$ cat config.mk
export PLATFORM = sky130hd
export DESIGN_NAME = acc_dma_csr
export DESIGN_NICKNAME = d
export VERILOG_FILES = /design/src/rtl/acc_dma_csr.sv
export SDC_FILE = /design/constraint.sdc
export NUM_CORES = 1
export LEC_CHECK = 0
export ABC_AREA = 1
export CORE_UTILIZATION = 30
export CTS_BUF_LIST = sky130_fd_sc_hd__clkbuf_4
export DETAILED_ROUTE_END_ITERATION = 6
export PLACE_DENSITY = 0.63
export SLEW_MARGIN = 20
export SYNTH_ARGS = -nofsm -noshare
export SYNTH_HDL_FRONTEND = slang
export SYNTH_SLANG_ARGS = --single-unit
export TNS_END_PERCENT = 1
$ cat constraint.sdc
create_clock -name clk -period 2.45 [get_ports clk]
set_clock_uncertainty 0.2 [all_clocks]
set_input_delay 0.49 -clock clk [delete_from_list [all_inputs] [get_ports clk]]
set_output_delay 0.49 -clock clk [all_outputs]
set_load 0.005 [all_outputs]
$ cat src/rtl/acc_dma_csr.sv
// acc_dma_csr: CPU-facing MMIO control/status block for the duplex AXIS DMA.
//
// What it does:
//   Decodes 64-bit CPU load/store requests and holds the rx source address,
//   the tx destination address and both packet counts. It issues one-cycle
//   start strobes, captures DMA done pulses as sticky status bits, and drives
//   a level interrupt.
//
// Ports:
//   clk, rstn                  clock, synchronous active-low reset
//   csr_req_*                  CPU request (ready tied high)
//   csr_rsp_valid/rdata        registered response, one cycle after acceptance
//   dma_rx_src/len/start       rx engine configuration and start strobe
//   dma_rx_busy/done           rx engine status inputs
//   dma_tx_dst/len/start       tx engine configuration and start strobe
//   dma_tx_busy/done           tx engine status inputs
//   irq                        level interrupt
//
// Build option:
//   DMA_CSR_PERF_EN adds the PERF_RX (0x30) and PERF_TX (0x38) busy-cycle
//   counters. Without it those offsets behave as unmapped.
//
// Register map (byte offsets):
//   0x00 CTRL    b0 start_rx (W1S), b1 start_tx (W1S), b8 irq_en (RW)
//   0x08 SRC_RX  0x10 DST_TX  0x18 LEN_RX  0x20 LEN_TX
//   0x28 STATUS  b0 busy_rx, b1 done_rx, b2 busy_tx, b3 done_tx, b4 err_rx, b5 err_tx
module acc_dma_csr #(
    parameter int ADDR_W = 6,
    parameter int LEN_W  = 32,
    parameter int DATA_W = 64
) (
    input  logic              clk,
    input  logic              rstn,
    input  logic              csr_req_valid,
    output logic              csr_req_ready,
    input  logic              csr_req_we,
    input  logic [ADDR_W-1:0] csr_req_addr,
    input  logic [DATA_W-1:0] csr_req_wdata,
    output logic              csr_rsp_valid,
    output logic [DATA_W-1:0] csr_rsp_rdata,
    output logic [63:0]       dma_rx_src,
    output logic [LEN_W-1:0]  dma_rx_len,
    output logic              dma_rx_start,
    input  logic              dma_rx_busy,
    input  logic              dma_rx_done,
    output logic [63:0]       dma_tx_dst,
    output logic [LEN_W-1:0]  dma_tx_len,
    output logic              dma_tx_start,
    input  logic              dma_tx_busy,
    input  logic              dma_tx_done,
    output logic              irq
);

    localparam logic [ADDR_W-1:0] A_CTRL   = ADDR_W'('h00);
    localparam logic [ADDR_W-1:0] A_SRC_RX = ADDR_W'('h08);
    localparam logic [ADDR_W-1:0] A_DST_TX = ADDR_W'('h10);
    localparam logic [ADDR_W-1:0] A_LEN_RX = ADDR_W'('h18);
    localparam logic [ADDR_W-1:0] A_LEN_TX = ADDR_W'('h20);
    localparam logic [ADDR_W-1:0] A_STATUS = ADDR_W'('h28);
`ifdef DMA_CSR_PERF_EN
    localparam logic [ADDR_W-1:0] A_PERF_RX = ADDR_W'('h30);
    localparam logic [ADDR_W-1:0] A_PERF_TX = ADDR_W'('h38);
`endif

    logic [63:0]       src_rx_q, src_rx_d;
    logic [63:0]       dst_tx_q, dst_tx_d;
    logic [LEN_W-1:0]  len_rx_q, len_rx_d;
    logic [LEN_W-1:0]  len_tx_q, len_tx_d;
    logic              irq_en_q, irq_en_d;
    logic              rx_start_q, rx_start_d;
    logic              tx_start_q, tx_start_d;
    logic              done_rx_q, done_rx_d;
    logic              done_tx_q, done_tx_d;
    logic              err_rx_q, err_rx_d;
    logic              err_tx_q, err_tx_d;
    logic              irq_q, irq_d;
    logic              rsp_valid_q, rsp_valid_d;
    logic [DATA_W-1:0] rdata_q, rdata_d;

    logic wr, rd;
    logic lock_rx, lock_tx;
    logic err_rx_set, err_tx_set;
    logic done_rx_clr, done_tx_clr, err_rx_clr, err_tx_clr;

`ifdef DMA_CSR_PERF_EN
    logic [63:0] perf_rx_q, perf_rx_d;
    logic [63:0] perf_tx_q, perf_tx_d;
`endif

    assign wr = csr_req_valid & csr_req_we;
    assign rd = csr_req_valid & ~csr_req_we;

    // Configuration is frozen while the engine runs and during the cycle its
    // start strobe is on the wire, so the engine never sees a torn setup.
    assign lock_rx = dma_rx_busy | rx_start_q;
    assign lock_tx = dma_tx_busy | tx_start_q;

    always_comb begin
        src_rx_d    = src_rx_q;
        dst_tx_d    = dst_tx_q;
        len_rx_d    = len_rx_q;
        len_tx_d    = len_tx_q;
        irq_en_d    = irq_en_q;
        rx_start_d  = 1'b0;
        tx_start_d  = 1'b0;
        err_rx_set  = 1'b0;
        err_tx_set  = 1'b0;
        done_rx_clr = 1'b0;
        done_tx_clr = 1'b0;
        err_rx_clr  = 1'b0;
        err_tx_clr  = 1'b0;

        if (wr) begin
            case (csr_req_addr)
                A_CTRL: begin
                    irq_en_d = csr_req_wdata[8];
                    if (csr_req_wdata[0]) begin
                        if (!dma_rx_busy && len_rx_q != '0) rx_start_d = 1'b1;
                        else                                err_rx_set = 1'b1;
                    end
                    if (csr_req_wdata[1]) begin
                        if (!dma_tx_busy && len_tx_q != '0) tx_start_d = 1'b1;
                        else                                err_tx_set = 1'b1;
                    end
                end
                A_SRC_RX: begin
                    if (lock_rx) err_rx_set = 1'b1;
                    else         src_rx_d   = csr_req_wdata;
                end
                A_LEN_RX: begin
                    if (lock_rx) err_rx_set = 1'b1;
                    else         len_rx_d   = csr_req_wdata[LEN_W-1:0];
                end
                A_DST_TX: begin
                    if (lock_tx) err_tx_set = 1'b1;
                    else         dst_tx_d   = csr_req_wdata;
                end
                A_LEN_TX: begin
                    if (lock_tx) err_tx_set = 1'b1;
                    else         len_tx_d   = csr_req_wdata[LEN_W-1:0];
                end
                A_STATUS: begin
                    done_rx_clr = csr_req_wdata[1];
                    done_tx_clr = csr_req_wdata[3];
                    err_rx_clr  = csr_req_wdata[4];
                    err_tx_clr  = csr_req_wdata[5];
                end
                default: ;
            endcase
        end

        // Set beats clear: an event arriving with a W1C is never lost.
        done_rx_d = (done_rx_q & ~done_rx_clr) | dma_rx_done;
        done_tx_d = (done_tx_q & ~done_tx_clr) | dma_tx_done;
        err_rx_d  = (err_rx_q  & ~err_rx_clr)  | err_rx_set;
        err_tx_d  = (err_tx_q  & ~err_tx_clr)  | err_tx_set;

        irq_d = irq_en_q & (done_rx_q | done_tx_q | err_rx_q | err_tx_q);

        rsp_valid_d = csr_req_valid;
        rdata_d     = '0;
        if (rd) begin
            case (csr_req_addr)
                A_CTRL:    rdata_d = DATA_W'({irq_en_q, 8'b0});
                A_SRC_RX:  rdata_d = src_rx_q;
                A_DST_TX:  rdata_d = dst_tx_q;
                A_LEN_RX:  rdata_d = DATA_W'(len_rx_q);
                A_LEN_TX:  rdata_d = DATA_W'(len_tx_q);
                A_STATUS:  rdata_d = DATA_W'({err_tx_q, err_rx_q, done_tx_q, dma_tx_busy,
                                              done_rx_q, dma_rx_busy});
`ifdef DMA_CSR_PERF_EN
                A_PERF_RX: rdata_d = perf_rx_q;
                A_PERF_TX: rdata_d = perf_tx_q;
`endif
                default:   rdata_d = '0;
            endcase
        end
    end

    always_ff @(posedge clk) begin
        if (!rstn) begin
            src_rx_q    <= '0;
            dst_tx_q    <= '0;
            len_rx_q    <= '0;
            len_tx_q    <= '0;
            irq_en_q    <= 1'b0;
            rx_start_q  <= 1'b0;
            tx_start_q  <= 1'b0;
            done_rx_q   <= 1'b0;
            done_tx_q   <= 1'b0;
            err_rx_q    <= 1'b0;
            err_tx_q    <= 1'b0;
            irq_q       <= 1'b0;
            rsp_valid_q <= 1'b0;
            rdata_q     <= '0;
        end else begin
            src_rx_q    <= src_rx_d;
            dst_tx_q    <= dst_tx_d;
            len_rx_q    <= len_rx_d;
            len_tx_q    <= len_tx_d;
            irq_en_q    <= irq_en_d;
            rx_start_q  <= rx_start_d;
            tx_start_q  <= tx_start_d;
            done_rx_q   <= done_rx_d;
            done_tx_q   <= done_tx_d;
            err_rx_q    <= err_rx_d;
            err_tx_q    <= err_tx_d;
            irq_q       <= irq_d;
            rsp_valid_q <= rsp_valid_d;
            rdata_q     <= rdata_d;
        end
    end

`ifdef DMA_CSR_PERF_EN
    // Busy-cycle counters: restart on the start strobe, saturate at all-ones.
    always_comb begin
        perf_rx_d = perf_rx_q;
        perf_tx_d = perf_tx_q;
        if (rx_start_q)                        perf_rx_d = '0;
        else if (dma_rx_busy && ~&perf_rx_q)   perf_rx_d = perf_rx_q + 64'd1;
        if (tx_start_q)                        perf_tx_d = '0;
        else if (dma_tx_busy && ~&perf_tx_q)   perf_tx_d = perf_tx_q + 64'd1;
    end

    always_ff @(posedge clk) begin
        if (!rstn) begin
            perf_rx_q <= '0;
            perf_tx_q <= '0;
        end else begin
            perf_rx_q <= perf_rx_d;
            perf_tx_q <= perf_tx_d;
        end
    end
`endif

    assign csr_req_ready = 1'b1;
    assign csr_rsp_valid = rsp_valid_q;
    assign csr_rsp_rdata = rdata_q;
    assign dma_rx_src    = src_rx_q;
    assign dma_rx_len    = len_rx_q;
    assign dma_rx_start  = rx_start_q;
    assign dma_tx_dst    = dst_tx_q;
    assign dma_tx_len    = len_tx_q;
    assign dma_tx_start  = tx_start_q;
    assign irq           = irq_q;

endmodule

* After elaboration in Yosys (flattened, before gate mapping)
Cells that the tools add are included.
Word-level totals: flip-flop bits (word level) 265, output and inout bits 261
Cells by class: equality and inequality tests 5, mux-type cells 21, bitwise logic cells 23, reduce and logical (&&, ||, !) cells 17
Operator list (number):
- $pmux 64 s6 | 1
- $reduce_bool 32->1 | 2
- $mux 1 | 18
- $eq 6x5->1 const B | 2
- $eq 6x6->1 const B | 2
- $reduce_and 3->1 | 4
- $or 1x1->1 | 9
- $reduce_and 4->1 | 2
- $and 1x1->1 | 7
- $not 1->1 | 7
- $eq 6x4->1 const B | 1
- $logic_not 6->1 | 1
- $pmux 1 s2 | 2
- $reduce_and 2->1 | 2
- $reduce_or 2->1 | 2
- $logic_and 1x1->1 | 2
- $logic_not 1->1 | 2

* Logic depth before layout (Yosys ltp)
depth in word-level cells 7, mapped depth 9, gate-level depth less buffers 9

* Worst setup path before layout
No wires, ideal clock.
path kind input-to-reg, from input port csr_req_addr[2], to register dst_tx_q[21], in the netlist dma_tx_dst[21], setup time 0.116 ns, arrival 1.546 ns, path slack 0.588 ns, stages 8, buffers on the path 2, cells stage by stage nor2_1 nand3_4 nor2_4 inv_2 buf_6 buf_2 nor2_1 nor2_1
On the way: longest elaborated chain between the ends 2
Ends and longest elaborated chain:
- start, declared | RTL line 37 | input logic [ADDR_W-1:0] csr_req_addr,
- $eq 6x5->1 | RTL line 114 | case (csr_req_addr)
- $reduce_and 3->1 (no line)
- end signal, assigned | RTL line 198 | dst_tx_q <= dst_tx_d;
- end, declared | RTL line 66 | logic [63:0] dst_tx_q, dst_tx_d;
Every way passes these cells. A chain may end at the register's enable or synchronous reset.

* Final worst setup path
from register len_rx_q[22], in the netlist dma_rx_len[22], to output port dma_rx_len[22]
RTL lines:
- start, declared | RTL line 67 | logic [LEN_W-1:0] len_rx_q, len_rx_d;
- start signal, assigned | RTL line 199 | len_rx_q <= len_rx_d;
- end, declared | RTL line 42 | output logic [LEN_W-1:0] dma_rx_len,
No word-level cell between the ends.

==> results.cfg <==
[sta]
timing.setup.tns_ns = 0
rsz0062_at_grt = false
setup_slack_ns = 0.103
tightest_slew_ns = 0.568
relSlewSlack_pct = 62.1
drv_slew = 0
hold_slack_ns = 0.172
hold_violations = 0
fmax_mhz = 426
fin_crit_sh_pct = 95.8
setup_viol = 0
fin_crit_ns = 2.35

[die]
die_w_um = 184
dieArea_um2 = 33900
initial_core_util_pct = 30.6
core_region_area_um2 = 32500
die_h_um = 184
ios = 339
placementRows = 66

[yosys]
yosysWarnings = 0
netlist_area_um2 = 9940
synthArstFlopShare_pct = 0
syn_nets = 1367
synth_edf_count = 0
synth-seq-cells = 265
synth_flop_cell = dfxtp_1
syn_inst = 1289
synth.distinct_cells = 30
post_synth.cell_area_avg_um2 = 7.71
synth.top_cell.area_share_pct = 53.4
yosysMostFrequentCell = dfxtp_1
synth_area_leaders = dfxtp_1 53%, o21ai_0 9.7%, nor2_1 9.4%
synth_common_cells = 265 x dfxtp_1, 250 x nor2_1, 192 x o21ai_0
synth.largest_area_cell = dfxtp_1
seq_area_frac_synth_pct = 53.4

[power_and_ir_drop]
power_mw = 8.48
powerDensity_nw_per_um2 = 569
ir_worst_vdd_uv = 348
p_leak_nw = 5.60

[finish]
area_delta_synth_final_pct = 50.0
multiInputGateArea_um2 = 3820
fillCellCount = 3272
final_nets = 1742
seq_area_um2 = 5310
drive_above_1_share_pct = 10.1

[clocking]
cts_buffer_depth = 3
numCtsBuffers = 75
clk_pin_slew_ns = 0.07
clkLatencyLatePin_ns = 0.68
htree_levels = 3
cts_tree = done
cts_sinks = 265
root_buffer = clkbuf_4

[global_routing]
grt_pass1_vias = 10000
grt_pass1_wl_um = 56000
grt_antenna_before_repair = 1
grt_max_degree = 132
grt_use_total_pct = 21.4
gr-total-overflow = 0

[detailed_routing]
via_count = 10300
drcViolationCount = 0
wl_per_cell_um = 17.2
wl_um = 36900
antenna_left = 0
vias_per_cell = 4.78
dr.first_iter.drc_count = 571
first_pass_iters = 5

[critical_path]
worstSetupStartpointType = flip-flop
setup.worst_path.class = flip-flop to output pin
cp_slowest_cell = clkdlybuf4s50_1
cp_max_fo = 3
cp.required_ns = 1.76
cpPeakStageDelay_ns = 0.54
crit_chain = clkdlybuf4s50_1
worst_setup_path_end_kind = output pin
critPathBufInv = 1
critPathArrivalTime_ns = 1.66
cp_top_family = buffers and inverters

[place]
place.gp.congestion = 0.863
port_buffers = 337
dp_hpwl_um = 25600
dp_slack_ns = 0.000440

[job]
maxCapViolations = 0

[status]
outcome = finished clean

[worst_hold_path]
hp-class = primary input to flip-flop
final cells by class:
class,count,area share (%)
multi-input combinational,833,25.6
antenna,1,0.0168
inverter,108,2.72
tap,442,3.71
timing repair buffer,381,26.6
clock inverter,22,0.764
sequential,265,35.6
clock buffer,99,4.98
state kept, by name (all words and copies together) (netlist names):
| name | cells |
|---|---|
| err_tx_q | 1 |
| dma_rx_len | 32 |
| done_rx_q | 1 |
| dma_rx_src | 64 |
| dma_tx_dst | 64 |
| done_tx_q | 1 |
| csr_rsp_valid | 1 |
| dma_tx_start | 1 |
| irq | 1 |
| dma_tx_len | 32 |
| err_rx_q | 1 |
| irq_en_q | 1 |
| dma_rx_start | 1 |
| csr_rsp_rdata | 64 |
metal layers:
metal / GRT usage [%] / share of wire, % / up-vias
met4: 9.03 / 2.8 / 0
met5: 0 / 0 / -
met3: 6.10 / 9.2 / 71
met2: 34.5 / 46 / 444
li1: - / - / 5017
met1: 26.5 / 42 / 4743
repair_timing:
action                                 CTS  global route
gates resized for setup                  1             0
buffers inserted                         0             0
hold buffers                             1             0
setup endpoints to repair                1             0
endpoints found under the hold margin    4             0
path summary, 6_finish.rpt:
path	slack, ns	endpoint	from	cells after the start
min reg2reg	0.24	csr_rsp_rdata[43]	dma_rx_src[43]	2
min	0.17	done_tx_q	dma_tx_done	3
max	0.10	dma_rx_len[22]	dma_rx_len[22]	1
max reg2reg	0.70	err_tx_q	dma_tx_len[27]	9
cell usage in the layout, fill, tap and decap left out, types with 23 or more instances in the layout:
| cell | count |
|---|---|
| clkdlybuf4s50_1 | 335 |
| dfxtp_1 | 265 |
| nor2_1 | 250 |
| o21ai_0 | 192 |
| a21oi_1 | 177 |
| nand2_1 | 136 |
| inv_1 | 100 |
| clkbuf_4 | 99 |
| o22ai_1 | 25 |
| buf_4 | 23 |
per-stage QoR:
| step | cell area, µm² | utilization [%] | cells |
|---|---|---|---|
| after floorplan | 9940 | - | 1289 |
| after global placement | 14000 | 43.2 | 2028 |
| after detailed placement | 14000 | 43.2 | 2028 |
| after CTS | 14900 | 45.8 | 2150 |
| after global routing | 14900 | 45.8 | 2151 |
| final | 14900 | 45.8 | 2151 |
kinds of logic (layout without fill, tap and decap cells):
logic type             count (synthesis)  count (layout)  synth area share [%]
other                                  1               2                0.0377
and+or+nand+nor                      423             423                  17.4
AOI/OAI and AO/OA                    409             409                  21.0
DFF                                  265             265                  53.4
buffers and inverters                191             610                  8.21
report_power, final:
part           internal (mW)  switching [mW]
Combinational          0.174           0.184
Sequential              4.32         0.00870
Clock                   1.89            1.91
Power figures use the tool's default switching activity.
